--- src/rtl/key_switch_reader_pkg.sv ---
// Shared register offsets, port widths and default timing for the key/switch reader.
package key_switch_reader_pkg;

  localparam logic [1:0] ADDR_SW   = 2'b00;
  localparam logic [1:0] ADDR_KEY  = 2'b01;
  localparam logic [1:0] ADDR_EVT  = 2'b10;
  localparam logic [1:0] ADDR_MASK = 2'b11;

  localparam int SW_W  = 24;
  localparam int KEY_W = 8;

  // 200000 cycles is about 4 ms at 50 MHz, comfortably longer than contact bounce.
  localparam logic [29:0] DEB_TIME_DEFAULT = 30'd200000;

  function automatic logic [31:0] zext_key(input logic [KEY_W-1:0] v);
    return {{(32-KEY_W){1'b0}}, v};
  endfunction

endpackage

--- src/rtl/input_debounce.sv ---
// Two-flop synchroniser followed by a two-sample agreement filter clocked by a shared tick.
module input_debounce #(
  parameter int W = 8
) (
  input  logic         clk,
  input  logic         rst,
  input  logic         tick,
  input  logic [W-1:0] din,
  output logic [W-1:0] dout
);

  logic [W-1:0] sync1;
  logic [W-1:0] sync2;
  logic [W-1:0] prev;
  logic [W-1:0] agree;

  always_ff @(posedge clk or negedge rst) begin
    if (!rst) begin
      sync1 <= '0;
      sync2 <= '0;
    end else begin
      sync1 <= din;
      sync2 <= sync1;
    end
  end

  assign agree = ~(sync2 ^ prev);

  // A bit only moves when two consecutive tick samples agree, so any glitch shorter
  // than one tick period can be seen by at most one sample and never reaches dout.
  always_ff @(posedge clk or negedge rst) begin
    if (!rst) begin
      prev <= '0;
      dout <= '0;
    end else if (tick) begin
      prev <= sync2;
      dout <= (sync2 & agree) | (dout & ~agree);
    end
  end

endmodule

--- src/rtl/key_switch_reader.sv ---
// Bus peripheral exposing debounced switches, keys, sticky key-press flags and an
// interrupt mask as four 32-bit registers with combinational read-back.
module key_switch_reader
  import key_switch_reader_pkg::*;
#(
  parameter logic [29:0] DEB_TIME = DEB_TIME_DEFAULT
) (
  input  logic             clk,
  input  logic             rst,
  input  logic [SW_W-1:0]  sw,
  input  logic [KEY_W-1:0] key,
  input  logic [31:0]      addr_from_bridge,
  input  logic             we_from_bridge,
  input  logic [31:0]      data_from_bridge,
  output logic [31:0]      data_to_bridge,
  output logic             irq
);

  logic [29:0]      tick_cnt;
  logic             tick;
  logic [SW_W-1:0]  sw_deb;
  logic [KEY_W-1:0] key_deb;
  logic [KEY_W-1:0] key_prev;
  logic [KEY_W-1:0] key_rise;
  logic [KEY_W-1:0] key_evt;
  logic [KEY_W-1:0] irq_mask;
  logic [KEY_W-1:0] evt_clr;
  logic [1:0]       reg_sel;
  logic             evt_wr;
  logic             mask_wr;
  logic             unused_bus_bits;

  // One counter drives both debouncers so switches and keys are sampled on the same tick.
  assign tick = (tick_cnt == DEB_TIME - 30'd1);

  always_ff @(posedge clk or negedge rst) begin
    if (!rst) begin
      tick_cnt <= '0;
    end else if (tick) begin
      tick_cnt <= '0;
    end else begin
      tick_cnt <= tick_cnt + 30'd1;
    end
  end

  input_debounce #(.W(SW_W)) u_sw_debounce (
    .clk  (clk),
    .rst  (rst),
    .tick (tick),
    .din  (sw),
    .dout (sw_deb)
  );

  input_debounce #(.W(KEY_W)) u_key_debounce (
    .clk  (clk),
    .rst  (rst),
    .tick (tick),
    .din  (key),
    .dout (key_deb)
  );

  assign reg_sel  = addr_from_bridge[3:2];
  assign evt_wr   = we_from_bridge && (reg_sel == ADDR_EVT);
  assign mask_wr  = we_from_bridge && (reg_sel == ADDR_MASK);
  assign evt_clr  = evt_wr ? data_from_bridge[KEY_W-1:0] : '0;
  assign key_rise = key_deb & ~key_prev;

  assign unused_bus_bits = &{1'b0, addr_from_bridge[31:4], addr_from_bridge[1:0],
                             data_from_bridge[31:KEY_W]};

  // The rising edge is ORed in after the clear so a press landing on a W1C is never lost.
  always_ff @(posedge clk or negedge rst) begin
    if (!rst) begin
      key_prev <= '0;
      key_evt  <= '0;
      irq_mask <= '0;
    end else begin
      key_prev <= key_deb;
      key_evt  <= (key_evt & ~evt_clr) | key_rise;
      if (mask_wr) begin
        irq_mask <= data_from_bridge[KEY_W-1:0];
      end
    end
  end

  assign irq = |(key_evt & irq_mask);

  always_comb begin
    data_to_bridge = '0;
    case (reg_sel)
      ADDR_SW:   data_to_bridge = {{(32-SW_W){1'b0}}, sw_deb};
      ADDR_KEY:  data_to_bridge = zext_key(key_deb);
      ADDR_EVT:  data_to_bridge = zext_key(key_evt);
      ADDR_MASK: data_to_bridge = zext_key(irq_mask);
      default:   ;
    endcase
  end

endmodule

--- config.mk ---
export PLATFORM = sky130hd
export DESIGN_NAME = key_switch_reader
export DESIGN_NICKNAME = d
export VERILOG_FILES = /design/src/rtl/key_switch_reader_pkg.sv /design/src/rtl/input_debounce.sv /design/src/rtl/key_switch_reader.sv
export SDC_FILE = /design/constraint.sdc
export NUM_CORES = 1
export LEC_CHECK = 0
export BUFFER_PORTS_ARGS = -buffer_cell sky130_fd_sc_hd__buf_2
export CAP_MARGIN = 20
export CORE_UTILIZATION = 33
export DETAILED_ROUTE_END_ITERATION = 10
export GPL_TIMING_DRIVEN = 0
export PLACE_DENSITY = 0.55
export SYNTH_ARGS = -nofsm -noshare
export SYNTH_HDL_FRONTEND = slang
export SYNTH_SLANG_ARGS = --single-unit
--- constraint.sdc ---
create_clock -name clk -period 3.35 [get_ports clk]
set_clock_uncertainty 0.15 [all_clocks]
set_input_delay 0.335 -clock clk [delete_from_list [all_inputs] [get_ports clk]]
set_output_delay 0.335 -clock clk [all_outputs]
set_load 0.05 [all_outputs]
# Yosys cells after proc, flatten, opt, wreduce, memory -nomap -nowiden
# Index checks and enable logic that the tools add are counted.
# classes
addsub	1
n_mux	3
n_reduce_logical	4
bitwise	18
n_eq_ne	4
# op_table
cell	count
32-bit one-hot mux with 4 select lines	1
24-bit bitwise AND	2
24-bit inverter	2
8-bit bitwise AND	5
8-bit inverter	4
30-bit by 1-bit adder with 30-bit output, second input constant	1
30-bit by 18-bit equality test with 1-bit output, second input constant	1
30-bit 2-to-1 mux	1
24-bit bitwise OR	1
24-bit bitwise XOR	1
8-bit bitwise OR	2
8-bit 2-to-1 mux	1
8-bit OR reduction	1
8-bit bitwise XOR	1
2-bit equality test, second input constant	2
2-bit by 1-bit equality test with 1-bit output, second input constant	1
1-bit logical AND	2
2-bit zero test	1
# totals
out_inout_bits	33
regBits	182
in_bits	99
word_cells	42

# Logic depth before layout (Yosys ltp)
# Gate-level depths: netlist of run 1.
# logic_depth
depth_word	6
ltp_mapped	7
mapped_depth_nobuf	5

# By module
# A second synthesis of run 1 with hierarchy kept.
# hier_totals
cells_unflattened	511
area_unflattened_um2	7149.4
# by_module_without_submodules
mod	area_per_inst_um2	cells_each	seq_area_each_um2	n_inst
input_debounce (u_sw_debounce)	3290.7	200	2402.3	1
key_switch_reader	2760.1	245	1351.3	1
input_debounce (u_key_debounce)	1098.6	66	800.8	1

# Least setup slack after synthesis of run 1
# No wires, ideal clock.
# synth_path
path_kind	register to register
from	register tick_cnt[12]
to	register u_key_debounce.prev[6]
t_arrival_ps	2237
path_buffers	2
path_stages_with_launch	7
slack_ps	838
cell_sequence	dfrtp_1 > or4b_1 > or3_1 > buf_2 > nor3_4 > buf_6 > mux2_2
# synth_between
elab_chain_cells	1
# synth_rtl
item	line	rtl
start, declared	key_switch_reader.sv:19	logic [29:0] tick_cnt;
start signal, assigned	key_switch_reader.sv:42	tick_cnt <= tick_cnt + 30'd1;
30-bit by 18-bit equality test with 1-bit output	key_switch_reader.sv:34	assign tick = (tick_cnt == DEB_TIME - 30'd1);
end signal, assigned	input_debounce.sv:36	prev <= sync2;
end, declared	input_debounce.sv:14	logic [W-1:0] prev;
# No other way between the ends.
# A chain may end at the register's enable or synchronous reset.

# Worst setup path in the final report of run 1
# layout_path
from	register tick_cnt[12]
to	register u_sw_debounce.prev[1]
# layout_between
elab_chain_cells	1
# layout_rtl
item	line
30-bit by 18-bit equality test with 1-bit output	key_switch_reader.sv:34
end signal, assigned	input_debounce.sv:36
end, declared	input_debounce.sv:14
# No other way between the ends.

==> results.sh, run 1 <==
export IMPL_die_area_sq_um=21930
export IMPL_grt_usage=0.1452
export IMPL_finalSetupViolCount=0
export IMPL_cts_made_buffers=17
export IMPL_p_seq_frac=0.515
export IMPL_cts_max_level=4
export IMPL_drc=0
export IMPL_ios=132
export IMPL_end_kind="flop"
export IMPL_peakVddDrop_v=0.0003645
export IMPL_worstPathArrival_ns=3.06
export IMPL_path_cells="or4b_1 > or3_1 > buf_2 > nor3_4 > buf_6 > mux2_2"
export IMPL_viasPerCell=4.820
export IMPL_synth_edf_count=0
export IMPL_synth_top_flop_cell="dfrtp_1"
export IMPL_grt_pass1_vias=4858
export IMPL_crit_type="flop to flop"
export IMPL_grt_pass1_wl_um=24800
export IMPL_max_stage_delay_ns=0.52
export IMPL_cp_data_required_time_ns=3.51
export IMPL_reg2reg_depth=6
export IMPL_path_depth=6
export IMPL_power_total_mw=4.450
export IMPL_p_per_area_nw_per_um2=510.1
export IMPL_tns_ns=0
export IMPL_vias=4613
export IMPL_clock_latency_ns=0.43
export IMPL_fillCellCount=2005
export IMPL_mostFrequentLayoutCell="dfrtp_1"
export IMPL_rsz0062_at_grt="no"
export IMPL_first_pass_iters=5
export IMPL_cts_max_path_buffers=2
export IMPL_syn_avg_cell_area_sq_um=13.09
export IMPL_place_worst_setup_slack_ns=0.4127
export IMPL_postRouteAntennaNets=0
export IMPL_core_area_sq_um=20960
export IMPL_drtIter0Drc=222
export IMPL_fp_dieW_um=148.1
export IMPL_hp_class="input pin to flop"
export IMPL_cts_root_buffer="clkbuf_16"
export IMPL_p_comb_frac=0.047
export IMPL_fin_nets=770
export IMPL_pwr_share_clk=0.438
export IMPL_cts_sinks=182
export IMPL_cap_violations=0
export IMPL_ys_ff_latch=182
export IMPL_cts_resized=0
export IMPL_area_growth_pct=23.90
export IMPL_drv_slew=0
export IMPL_place_hpwl_um=9605
export IMPL_placementRows=53
export IMPL_wl_per_cell_um=15.21
export IMPL_die_h_um=148.1
export IMPL_final_area_sq_um=8725
export IMPL_hold_viol_final=0
export IMPL_status="completed"
export IMPL_antenna_found_initial=0
export IMPL_layout_common_cells="182 x dfrtp_1, 69 x buf_2, 52 x nand2_1, 38 x mux2_2"
export IMPL_postCtsSetupBuffers=0
export IMPL_worstPathMaxFanout=10
export IMPL_port_buffers=69
export IMPL_setup_worst_path_start_class="flop"
export IMPL_antenna_cells=0
export IMPL_cts_tree="yes"
export IMPL_worst_pin_slew_ns=0.9853
export IMPL_clk_pin_slew_ns=0.06
export IMPL_slew_headroom=0.3371
export IMPL_crit_buf_inv=2
export IMPL_async_flop_share=1.000
export IMPL_yosys_cell_types_count=40
export IMPL_cp_top_family="simple AND/OR/NAND/NOR gates"
export IMPL_wl_um=14560
export IMPL_gp_congestion=0.7628
export IMPL_initial_utilization=0.3360
export IMPL_intPower_mw=3.461
export IMPL_power_share_switching=0.2222
export IMPL_place_area_sq_um=7795
export IMPL_cts_hold_buf=35
export IMPL_ys_warn_count=0
export IMPL_leakage_nw=3.862
export IMPL_whs_path_depth=2
export IMPL_synth_cells=538
export IMPL_synth_seq_area_share=0.6468
export IMPL_cp_slowest_cell="or4b_1"
export IMPL_max_freq_ghz=0.3438
export IMPL_grt_max_degree=98
export IMPL_final_min_clock_period_ns=2.909
export IMPL_fin_crit_sh=0.8683
export IMPL_worst_slack_ns=0.4414
export IMPL_grt_ovfl_total=0
export IMPL_p_sw_mw=0.9891
export IMPL_drive_above_1_share=0.2331
export IMPL_netlist_area_sq_um=7042
path summary, 6_finish.rpt:
path	start	to	slack (ns)
setup / recovery	tick_cnt[12]	u_sw_debounce.prev[1]	0.44
max in group asynchronous	rst	tick_cnt[4]	1.80
setup reg to reg	tick_cnt[12]	u_sw_debounce.prev[1]	0.44
min in group asynchronous	rst	u_sw_debounce.sync2[2]	0.34
hold / removal	data_from_bridge[3]	irq_mask[3]	0.01
hold reg to reg	u_sw_debounce.sync1[8]	u_sw_debounce.sync2[8]	0.20
cell usage after synthesis, types with 2 or more instances:
| master | n | share of area |
|---|---|---|
| nand3_1 | 14 | 0.010 |
| a22o_1 | 8 | 0.010 |
| and3_1 | 3 | 0.0027 |
| buf_6 | 3 | 0.0048 |
| mux4_2 | 8 | 0.026 |
| nor4_1 | 8 | 0.0071 |
| xnor2_1 | 17 | 0.021 |
| nand4_1 | 10 | 0.0089 |
| nor3_1 | 3 | 0.0021 |
| mux2_1 | 2 | 0.0032 |
| a22oi_1 | 4 | 0.0043 |
| and2_1 | 16 | 0.014 |
| inv_1 | 10 | 0.0053 |
| clkbuf_1 | 14 | 0.0075 |
| nand2_1 | 52 | 0.028 |
| mux2_2 | 38 | 0.061 |
| xor2_1 | 5 | 0.0062 |
| o211ai_1 | 33 | 0.035 |
| buf_4 | 8 | 0.0085 |
| nor2b_1 | 2 | 0.0018 |
| or3_1 | 3 | 0.0027 |
| o31ai_1 | 33 | 0.035 |
| dfrtp_1 | 182 | 0.65 |
| nor2_1 | 9 | 0.0048 |
| buf_1 | 4 | 0.0021 |
| o21ai_0 | 35 | 0.025 |
layer usage:
metal	vias up	GRT usage	routed length, um
met3	9	0.03436	489
met1	2325	0.1993	7077
met4	0	0.04742	117
li1	2196	-	-
met5	-	0	0
met2	83	0.2265	6873
final cells by class:
cell class                      count  area [sq um]  area share
Inverter                           10         37.54    0.004302
Buffer                             30         166.4     0.01907
Clock buffer                       21         450.4     0.05163
Timing Repair Buffer              106         738.2     0.08461
Tap cell                          275         344.1     0.03944
Sequential cell                   182          4554      0.5220
Multi-Input combinational cell    323          2310      0.2647
Clock inverter                     10         123.9     0.01420
metrics by stage:
step / cells / utilization / hold slack, ns
finish: 957 / 0.4163 / 0.01146
global route: 957 / 0.4163 / 0.003166
CTS: 956 / 0.4161 / 0.0007817
detailed placement: 890 / 0.3720 / 0.1847
global placement: 889 / 0.3702 / 0.1816
floorplan: 545 / - / -0.1106
kinds of logic (layout without fill, tap and decap cells):
kind of cell / count (synthesis) / after routing / synth area share
DFF: 182 / 182 / 0.6468
AOI/OAI and AO/OA: 117 / 117 / 0.1137
adders and majority gates: 1 / 1 / 0.001777
buffers and inverters: 40 / 177 / 0.02896
xor gates and xnor gates: 22 / 22 / 0.02736
and+or+nand+nor: 126 / 126 / 0.08991
muxes: 49 / 49 / 0.09097
other: 1 / 8 / 0.0005325
power groups by stage:
stage | clock, mW | sequential [mW] | combinational (mW)
6_report | 1.95 | 2.29 | 0.209
5_1_grt | 2.09 | 2.30 | 0.231
4_1_cts | 2.00 | 2.29 | 0.215
3_5_place_dp | 0 | 2.33 | 0.184
3_3_place_gp | 0 | 2.33 | 0.175
2_1_floorplan | 0 | 2.32 | 0.0912
Power figures use the tool's default switching activity.
==> run 2: changes to the inputs <==
--- a/config.mk
+++ b/config.mk
@@ -7,6 +7,7 @@
 export LEC_CHECK = 0
 export BUFFER_PORTS_ARGS = -buffer_cell sky130_fd_sc_hd__buf_2
 export CAP_MARGIN = 20
+export CORE_MARGIN = 3
 export CORE_UTILIZATION = 33
 export DETAILED_ROUTE_END_ITERATION = 10
 export GPL_TIMING_DRIVEN = 0
==> results.sh, run 2 (synthesis results as in run 1) <==
export IMPL_status="completed"
export IMPL_grtUsageMet3=0.02702
export IMPL_cts_resized=0
export IMPL_die_area_sq_um=23130
export IMPL_wl_per_cell_um=15.41
export IMPL_final_area_sq_um=8782
export IMPL_drc=0
export IMPL_clk_pin_slew_ns=0.07
export IMPL_port_buffers=69
export IMPL_hold_viol_final=0
export IMPL_ios=132
export IMPL_mostFrequentLayoutCell="dfrtp_1"
export IMPL_vias=4689
export IMPL_use_met1=0.1818
export IMPL_first_pass_iters=4
export IMPL_fillCellCount=1893
export IMPL_viasPerCell=4.910
export IMPL_max_freq_ghz=0.3462
export IMPL_gp_congestion=0.8013
export IMPL_tns_ns=0
export IMPL_cts_max_level=4
export IMPL_grt_usage=0.1330
export IMPL_layoutNonFillerInstCount=955
export IMPL_cp_data_required_time_ns=3.51
export IMPL_worst_pin_slew_ns=0.9172
export IMPL_fin_nets=772
export IMPL_area_growth_pct=24.72
export IMPL_p_per_area_nw_per_um2=523.4
export IMPL_use_met2=0.2094
export IMPL_grt_pass1_wl_um=25030
export IMPL_fp_dieW_um=152.1
export IMPL_drive_above_1_share=0.2380
export IMPL_top_usage_layer="met2"
export IMPL_fin_crit_sh=0.8622
export IMPL_place_hpwl_um=9709
export IMPL_grt_ovfl_total=0
export IMPL_finalSetupViolCount=0
export IMPL_final_min_clock_period_ns=2.888
export IMPL_worstPathMaxFanout=10
export IMPL_peakVddDrop_v=0.0003389
export IMPL_place_area_sq_um=7789
export IMPL_hold_ws_ns=0.01426
export IMPL_hp_class="input pin to flop"
export IMPL_place_worst_setup_slack_ns=0.4462
export IMPL_core_area_sq_um=20620
export IMPL_layout_common_cells="182 x dfrtp_1, 70 x buf_2, 52 x nand2_1, 38 x mux2_2, 37 x dlygate4sd3_1"
export IMPL_worst_slack_ns=0.4618
export IMPL_slew_headroom=0.3829
export IMPL_worstPathArrival_ns=3.05
export IMPL_wl_um=14720
export IMPL_grt_pass1_vias=4780
export IMPL_dp_cells=885
export IMPL_cts_max_path_buffers=2
export IMPL_grt_max_degree=126
export IMPL_antenna_found_initial=0
export IMPL_initial_utilization=0.3414
export IMPL_power_total_mw=4.597
export IMPL_utilization=0.4258
export IMPL_leakage_nw=3.907
export IMPL_die_h_um=152.1
export IMPL_crit_type="flop to flop"
export IMPL_antenna_cells=0
export IMPL_end_kind="flop"
export IMPL_cts_root_buffer="clkbuf_16"
export IMPL_cap_violations=0
export IMPL_cts_tree="yes"
export IMPL_setup_worst_path_start_class="flop"
export IMPL_postRouteAntennaNets=0
export IMPL_cts_made_buffers=17
export IMPL_drtIter0Drc=296
export IMPL_clock_latency_ns=0.42
export IMPL_rsz0062_at_grt="no"
export IMPL_cts_sinks=182
export IMPL_drv_slew=0
export IMPL_placementRows=52
run 2: cell count changes in the layout (fill, tap and decap cells not counted), moves of 2 or more:
cell / before / now
inv_6: 0 / 5
clkinvlp_4: 4 / 1
clkbuf_1: 17 / 14
clkinv_2: 1 / 3
dlygate4sd3_1: 35 / 37
run 2: worst paths after layout:
check	end	from	slack [ns]	depth (start not counted)
max reg2reg	u_sw_debounce.prev[1]	tick_cnt[12]	0.46	6
min in group asynchronous	u_key_debounce.prev[5]	rst	0.27	2
max	u_sw_debounce.prev[1]	tick_cnt[12]	0.46	6
max in group asynchronous	u_sw_debounce.prev[12]	rst	1.83	3
min	irq_mask[7]	data_from_bridge[7]	0.01	2
min reg2reg	u_sw_debounce.sync2[19]	u_sw_debounce.sync1[19]	0.20	0
run 2: layout make-up:
class | instances | area [sq um] | area share
flip-flops and latches | 182 | 4554 | 0.5186
multi-input cells | 323 | 2310 | 0.2630
repair buffers | 108 | 758.2 | 0.08634
clock buffers | 17 | 425.4 | 0.04844
well taps | 270 | 337.8 | 0.03847
clock inverters | 15 | 192.7 | 0.02194
plain buffers | 30 | 166.4 | 0.01895
inverters | 10 | 37.54 | 0.004274
run 2: report_power, final:
part           total [mW]  internal [mW]  leakage, nW  switching, mW
clock                2.10           1.20        0.303          0.901
sequential           2.29           2.25         2.36         0.0352
combinational       0.211         0.0876         1.24          0.123
run 2: routing by layer:
metal,vias to the layer above,routed length [um]
met5,-,0
met4,0,257
met3,21,525
met2,102,7066
met1,2362,6866
li1,2204,-
run 2: timing repair:
item	CTS	global route
endpoints found under the hold margin	93	0
buffers inserted	0	0
hold buffers	37	0
run 2: critical path, stage by stage, from the launching register on:
cell     delay, ns
dfrtp_1       0.44
or4b_1        0.51
or3_1         0.33
buf_2         0.21
nor3_4        0.52
buf_6         0.26
mux2_2        0.34
==> run 3: changes to the inputs <==
--- a/config.mk
+++ b/config.mk
@@ -14,4 +14,5 @@
 export PLACE_DENSITY = 0.55
 export SYNTH_ARGS = -nofsm -noshare
 export SYNTH_HDL_FRONTEND = slang
+export SYNTH_HIERARCHICAL = 1
 export SYNTH_SLANG_ARGS = --single-unit
==> results.sh, run 3 <==
export IMPL_synth_cells=511
export IMPL_async_flop_share=1.000
export IMPL_cts_max_level=4
export IMPL_utilization=0.4178
export IMPL_end_kind="flop"
export IMPL_cp_top_family="simple AND/OR/NAND/NOR gates"
export IMPL_hp_class="input pin to flop"
export IMPL_cts_tree="yes"
export IMPL_grt_max_degree=132
export IMPL_grt_pass1_wl_um=23100
export IMPL_finalSetupViolCount=0
export IMPL_vias=4340
export IMPL_die_h_um=153.2
export IMPL_drv_slew=0
export IMPL_clk_pin_slew_ns=0.07
export IMPL_peakVddDrop_v=0.0003485
export IMPL_wl_per_cell_um=14.54
export IMPL_ys_top_cells_by_count="182 x dfrtp_1, 40 x a22o_1, 40 x mux2_2"
export IMPL_worstPathMaxFanout=13
export IMPL_max_freq_ghz=0.3344
export IMPL_yosysTopAreaCell="dfrtp_1"
export IMPL_grt_usage=0.1219
export IMPL_ys_warn_count=6
export IMPL_synthTopCellsByArea="dfrtp_1 64%, mux2_2 6.3%, a22o_1 4.9%, a21o_1 3.4%, mux4_2 2.5%"
export IMPL_worstPathArrival_ns=3.16
export IMPL_hold_viol_final=0
export IMPL_core_area_sq_um=21150
export IMPL_mostFrequentLayoutCell="dfrtp_1"
export IMPL_final_min_clock_period_ns=2.991
export IMPL_syn_avg_cell_area_sq_um=13.99
export IMPL_yosys_area_top_type_share=0.6370
export IMPL_gp_congestion=0.7494
export IMPL_initial_utilization=0.3380
export IMPL_ys_ff_latch=182
export IMPL_netlist_area_sq_um=7149
export IMPL_cts_max_path_buffers=2
export IMPL_crit_buf_inv=3
export IMPL_rsz0062_at_grt="no"
export IMPL_status="completed"
export IMPL_port_buffers=69
export IMPL_postRouteAntennaNets=0
export IMPL_drc=0
export IMPL_cp_slowest_cell="nor3_2"
export IMPL_area_growth_pct=23.63
export IMPL_die_area_sq_um=23470
export IMPL_grt_pass1_vias=4569
export IMPL_cts_root_buffer="clkbuf_16"
export IMPL_first_pass_iters=4
export IMPL_p_per_area_nw_per_um2=497.7
export IMPL_antenna_found_initial=0
export IMPL_fp_dieW_um=153.2
export IMPL_synth_edf_count=0
export IMPL_slew_headroom=0.3470
export IMPL_place_area_sq_um=7903
export IMPL_setup_worst_path_start_class="flop"
export IMPL_leakage_nw=4.418
export IMPL_drive_above_1_share=0.2785
export IMPL_fillCellCount=1940
export IMPL_wl_um=13550
export IMPL_place_hpwl_um=9208
export IMPL_placementRows=53
export IMPL_yosysMostFrequentCell="dfrtp_1"
export IMPL_tns_ns=0
export IMPL_synth_seq_area_share=0.6370
export IMPL_ios=132
export IMPL_cts_sinks=182
export IMPL_worst_pin_slew_ns=0.9742
export IMPL_cts_made_buffers=17
export IMPL_final_area_sq_um=8838
export IMPL_fin_nets=744
export IMPL_yosys_cell_types_count=47
export IMPL_postCtsSetupBuffers=0
export IMPL_drtIter0Drc=286
export IMPL_path_cells="ha_1 > clkbuf_1 > nand2_1 > nor3_2 > buf_6 > buf_2 > nand2b_1 > a22o_1"
export IMPL_max_stage_delay_ns=0.84
export IMPL_cap_violations=0
export IMPL_grt_ovfl_total=0
export IMPL_viasPerCell=4.657
export IMPL_cp_data_required_time_ns=3.52
export IMPL_layout_common_cells="182 x dfrtp_1, 72 x buf_2, 40 x a22o_1, 40 x mux2_2, 37 x dlygate4sd3_1"
export IMPL_antenna_cells=0
export IMPL_synth_top_flop_cell="dfrtp_1"
export IMPL_clock_latency_ns=0.43
export IMPL_fin_crit_sh=0.8928
export IMPL_crit_type="flop to flop"
run 3: repair_timing:
action	4_1_cts	5_1_grt
hold buffers	37	0
resized for setup	0	0
hold endpoints to repair	87	0
run 3: layer usage:
metal	part of all wire	wire, um	vias to the layer above	GRT usage
met2	0.48	6555	73	0.1949
met5	0	0	-	0
met1	0.46	6253	2187	0.1597
met3	0.039	529	16	0.03511
li1	-	-	2064	-
met4	0.016	216	0	0.04200
run 3: cells by family after synthesis:
kind of cell               share of synthesized area
DFF                                           0.6370
and+or+nand+nor                               0.1136
AOI/OAI and AO/OA                            0.09573
muxes                                        0.08960
buffers and inverters                        0.03483
xor gates and xnor gates                     0.02695
adders and majority gates                   0.001750
other                                      0.0005245
run 3: final cells by class:
type,instances,area (sq um),area share
clock buffers,17,425.4,0.04813
well taps,275,344.1,0.03893
flip-flops and latches,182,4554,0.5153
inverters,14,52.55,0.005946
clock inverters,15,140.1,0.01585
multi-input cells,297,2372,0.2684
plain buffers,25,196.4,0.02223
repair buffers,107,753.2,0.08522
run 3: metrics by stage:
stage	worst slack (ns)	hold WS, ns	cells	power [mW]
6_report	0.3593	0.02946	932	4.399
5_1_grt	0.1059	0.02001	932	4.602
4_1_cts	0.3111	0.01173	932	4.469
3_5_place_dp	0.3167	0.1239	863	2.517
3_3_place_gp	-0.9641	0.1820	862	2.506
2_1_floorplan	0.9490	-0.1106	518	2.413
run 3: report_power, final:
| part | internal [mW] | total (mW) | switching, mW |
|---|---|---|---|
| Clock | 0.985 | 1.90 | 0.911 |
| Sequential | 2.25 | 2.29 | 0.0324 |
| Combinational | 0.0925 | 0.217 | 0.124 |
run 3: final timing paths:
kind / start / to / slack [ns] / cells after the start
worst max-delay path: tick_cnt[0] / flop / 0.36 / 8
worst min-delay path: data_from_bridge[7] / irq_mask[7] / 0.03 / 2
worst max register to register: tick_cnt[0] / flop / 0.36 / 8
worst min register to register: u_sw_debounce/sync1[17] / u_sw_debounce/sync2[17] / 0.20 / 0
max in group asynchronous: rst / u_key_debounce/sync2[7] / 1.84 / 3
min in group asynchronous: rst / u_sw_debounce/sync2[13] / 0.26 / 2
